### src/rtl/wide_add_sched.sv
`timescale 1ns/1ps
// Two-requester wide adder/subtractor that time-shares one external 16-bit adder,
// walking the operands one slice per cycle and arbitrating requesters round-robin.
module wide_add_sched #(
  parameter  int unsigned BEATS = 4,
  localparam int unsigned W     = 16 * BEATS
) (
  input  logic         clk,
  input  logic         rst,
  input  logic         req0_valid,
  output logic         req0_ready,
  input  logic [W-1:0] req0_a,
  input  logic [W-1:0] req0_b,
  input  logic         req0_sub,
  input  logic         req1_valid,
  output logic         req1_ready,
  input  logic [W-1:0] req1_a,
  input  logic [W-1:0] req1_b,
  input  logic         req1_sub,
  output logic         rsp_valid,
  input  logic         rsp_ready,
  output logic [W-1:0] rsp_sum,
  output logic         rsp_cout,
  output logic         rsp_id,
  output logic [15:0]  add_a,
  output logic [15:0]  add_b,
  output logic         add_cin,
  input  logic [15:0]  add_sum,
  input  logic         add_cout
);

  localparam int unsigned CW = (BEATS > 1) ? $clog2(BEATS) : 1;

  typedef enum logic [1:0] {IDLE, BUSY, DONE} state_t;

  state_t         state_q;
  logic [CW-1:0]  cnt_q;
  logic           lp_q;
  logic           cin_q;
  logic           cout_q;
  logic           id_q;
  logic [W-1:0]   a_q;
  logic [W-1:0]   b_q;
  logic [W-1:0]   sum_q;

  logic           grant_d;
  logic           hs_d;
  logic           sub_d;
  logic [W-1:0]   a_d;
  logic [W-1:0]   b_d;
  logic           last_d;

  // Contention goes to the requester that was not granted last time.
  always_comb begin
    grant_d    = (req0_valid & req1_valid) ? ~lp_q : req1_valid;
    req0_ready = ~rst & (state_q == IDLE) & req0_valid & ~grant_d;
    req1_ready = ~rst & (state_q == IDLE) & req1_valid &  grant_d;
    hs_d       = req0_ready | req1_ready;
    sub_d      = grant_d ? req1_sub : req0_sub;
    a_d        = grant_d ? req1_a : req0_a;
    b_d        = grant_d ? req1_b : req0_b;
    last_d     = (cnt_q == CW'(BEATS - 1));
  end

  always_comb begin
    add_a   = '0;
    add_b   = '0;
    add_cin = 1'b0;
    if (state_q == BUSY) begin
      for (int unsigned i = 0; i < BEATS; i++) begin
        if (cnt_q == CW'(i)) begin
          add_a = a_q[16*i +: 16];
          add_b = b_q[16*i +: 16];
        end
      end
      add_cin = cin_q;
    end
  end

  always_comb begin
    rsp_valid = (state_q == DONE);
    rsp_sum   = sum_q;
    rsp_cout  = cout_q;
    rsp_id    = id_q;
  end

  always_ff @(posedge clk or posedge rst) begin
    if (rst) begin
      state_q <= IDLE;
      cnt_q   <= '0;
      lp_q    <= 1'b1;
      cin_q   <= 1'b0;
      cout_q  <= 1'b0;
      id_q    <= 1'b0;
      a_q     <= '0;
      b_q     <= '0;
      sum_q   <= '0;
    end else begin
      case (state_q)
        IDLE: begin
          if (hs_d) begin
            // Subtraction is a + ~b + 1: invert b once here, seed the carry with sub.
            a_q     <= a_d;
            b_q     <= sub_d ? ~b_d : b_d;
            cin_q   <= sub_d;
            id_q    <= grant_d;
            lp_q    <= grant_d;
            cnt_q   <= '0;
            state_q <= BUSY;
          end
        end
        BUSY: begin
          for (int unsigned i = 0; i < BEATS; i++) begin
            if (cnt_q == CW'(i)) sum_q[16*i +: 16] <= add_sum;
          end
          cin_q <= add_cout;
          if (last_d) begin
            cnt_q   <= '0;
            cout_q  <= add_cout;
            state_q <= DONE;
          end else begin
            cnt_q <= cnt_q + 1'b1;
          end
        end
        DONE: begin
          if (rsp_ready) state_q <= IDLE;
        end
        default: state_q <= IDLE;
      endcase
    end
  end

endmodule

### config.mk
export PLATFORM = sky130hd
export DESIGN_NAME = wide_add_sched
export DESIGN_NICKNAME = d
export VERILOG_FILES = /design/src/rtl/wide_add_sched.sv
export SDC_FILE = /design/constraint.sdc
export NUM_CORES = 1
export LEC_CHECK = 0
export CORE_MARGIN = 3
export CORE_UTILIZATION = 35
export DETAILED_ROUTE_END_ITERATION = 10
export PLACE_DENSITY_LB_ADDON = 0.25
export REMOVE_ABC_BUFFERS = 1
export SYNTH_ARGS = -nofsm -noshare
export SYNTH_HDL_FRONTEND = slang
export SYNTH_SLANG_ARGS = --single-unit
### constraint.sdc
create_clock -name clk -period 19.1 [get_ports clk]
set_clock_uncertainty 0.2 [all_clocks]
set_input_delay 3.82 -clock clk [delete_from_list [all_inputs] [get_ports clk]]
set_output_delay 3.82 -clock clk [all_outputs]
set_load 0.01 [all_outputs]
==> flow_summary.ini <==
[status]
status = completed

[logic_synthesis]
synth_seq_area_share = 0.4358
netlist-cell-type-count = 36
synth_common_cells = mux2_2 (212), dfrtp_1 (199), xnor2_1 (128)
synthFlopType = dfrtp_1
synthCells = 923
ys_seq_elements = 200
ys_top_cells_by_area = dfrtp_1 (43%), mux2_2 (21%), xnor2_1 (9.8%), mux2_4 (5.8%), mux2i_1 (5.6%)
synthArstFlopShare = 1.000
yosys_warnings = 0
synth-edff-count = 0
yosysMostFrequentCell = mux2_2
netlist.top_cell.by_area = dfrtp_1
yosysTopAreaCellShare = 0.4336
synth.avg_cell_area_um2 = 12.44
synthesis.area_um2 = 11490

[finish]
syn2layout_area_growth_pct = 40.38
drive_gt1_frac = 0.2427
nFillCells = 2848
nets = 1540
design_area_um2 = 16120

[pwr]
switching_share = 0.3511
combinationalPowerShare = 0.498
irDropWorstVdd_uv = 68.41
power_mw = 2.244
power_density_nw_per_um2 = 139.2
power.internal_mw = 1.456
pwr-share-clk = 0.168
p_switching_mw = 0.7878
pwr-share-seq = 0.334
leakage_nw = 6.421

[route]
drtAntennaViolNets = 0
wl_um = 32300
dr.pass1.iters = 4
vias = 8167
wl_per_cell_um = 18.93
viasPerCell = 4.787
drtIter0Drc = 264
drc = 0

[placement]
pre_cts_ws_ps = 9599
hpwlAfterDp_um = 22000
io_buffer_count = 381
placed_area_um2 = 15500
place.gp.congestion = 0.7548

[clock_network]
tritoncts = done
cts_buffer_depth = 2
cts_resized = 0
numCtsBuffers = 17
hold_buffers = 0
cts_sinks = 200
clk_pin_slew_ps = 80
clock-root-buffer = clkbuf_16
clock_latency_ps = 440
post_cts_buffers = 0
cts_max_level = 4

[floorplan]
start_util = 0.3594
die_area_um2 = 35030
rows = 65
core-area_um2 = 31960
fp.dieH_um = 187.2
die_w_um = 187.2
ios = 382

[worst_setup_path]
end_kind = primary output
regToRegSetupSlack_ps = 15730
critical_path.max_stage_delay_ps = 550
crit_top_cell = clkdlybuf4s50_1
cp.required_ps = 15080
worstSetupEndpoint = req0_ready
startpoint_type = input pin
reg2reg_from = state_q[0]
arrival_ps = 5500
timing.rr.end = b_q[17]
crit_type = input pin to primary output
r2r_cells = 4
cp-startpoint = rst
cp_cell_sequence = clkdlybuf4s50_1 > nor3_2 > nand2_1 > nor2_1 > clkdlybuf4s50_1
slowest_stage = clkdlybuf4s50_1
crit_path_max_fanout = 6

[sta]
worstMarginPinSlew_ps = 1138
rsz0062_at_grt = false
hold_viol = 0
fin_crit_ps = 9516
layout_setup_ws_ps = 9584
relSlewSlack = 0.2411
fmax_mhz = 105.1
drv_slew = 0
fin_crit_sh = 0.4982
tns_ps = 0
setup_viol = 0

[grt]
grt_start_max_net_pins = 122
antenna_found_initial = 2
grt_pass1_vias = 8655
overflow = 0
track_usage = 0.1829
grt_pass1_wl_um = 50690

[worst_hold_path]
hold_class = flip-flop to flip-flop

[run]
maxCapViolCount = 0
## layout make-up
cell class / count / area (um2) / share of cell area
Antenna cell: 2 / 5.005 / 0.0003104
Multi-Input combinational cell: 644 / 6071 / 0.3765
Clock inverter: 15 / 188.9 / 0.01172
Clock buffer: 17 / 425.4 / 0.02638
Sequential cell: 200 / 5006 / 0.3105
Inverter: 6 / 30.03 / 0.001862
Tap cell: 435 / 544.3 / 0.03375
Timing Repair Buffer: 387 / 3854 / 0.2390
## cells in the final DEF (no fill, tap or decap), types with 2 or more instances in the layout
master	count
inv_6	2
diode_2	2
mux2_2	212
and2_1	2
nor2b_1	2
buf_4	8
o21ai_0	34
clkinv_8	5
nor2_1	2
inv_8	5
a21o_1	2
a32o_1	32
ha_2	2
nand2b_1	33
clkbuf_16	17
inv_1	5
dfrtp_1	199
mux2_4	44
inv_12	2
xnor2_1	128
mux2i_1	64
clkdlybuf4s50_1	379
a21oi_1	32
nand2_1	36
## per-layer routing
layer  GRT usage  wire [um]  vias to the layer above
li1            -          -                     3922
met1      0.2318      14160                     3996
met2      0.3216      16190                      223
met3     0.03617       1516                       26
met4     0.04333        432                        0
met5           0          0                        -
## worst min-delay path by stage
stage                  from  slack (ps)  cells after the start      end
finish              a_q[35]         300                      1  a_q[35]
global route        b_q[43]         320                      1  b_q[43]
CTS                 a_q[35]         300                      1  a_q[35]
detailed placement  a_q[35]         280                      1  a_q[35]
global placement    a_q[35]         260                      1  a_q[35]
floorplan           a_q[35]         250                      1  a_q[35]
## state kept, by name, indices dropped and copies added, names as in the netlist, 2 cells and up
name	flops
cnt_q	2
a_q	64
b_q	64
rsp_sum	64
state_q	2
## critical path, delay by kind of cell
kind	cells	cell delay, ps
buffers and inverters	2	1080
AND/OR/NAND/NOR	3	590
## cells by family after synthesis
kind of cell,Yosys count,synth area share
xor gates and xnor gates,128,0.09760
muxes,321,0.3221
AOI/OAI and AO/OA,111,0.06569
adders and majority gates,4,0.004357
and+or+nand+nor,80,0.03529
DFF,200,0.4358
buffers and inverters,79,0.03911
## power groups by stage
stage                     clock, mW  sequential (mW)  combinational [mW]
after floorplan                   0            0.770               0.629
after global placement            0            0.751                1.12
after detailed placement          0            0.759                1.13
after CTS                     0.388            0.751                1.14
after global routing          0.405            0.779                1.20
final                         0.377            0.750                1.12
## metrics by stage
step	hold WS, ps	cells	utilization
6_report	295.7	1706	0.5045
5_1_grt	315.8	1706	0.5045
4_1_cts	299.3	1704	0.5043
3_5_place_dp	276.1	1672	0.4851
3_3_place_gp	264.2	1672	0.4851
2_1_floorplan	248.8	850	-
Power figures use the tool's default switching activity.
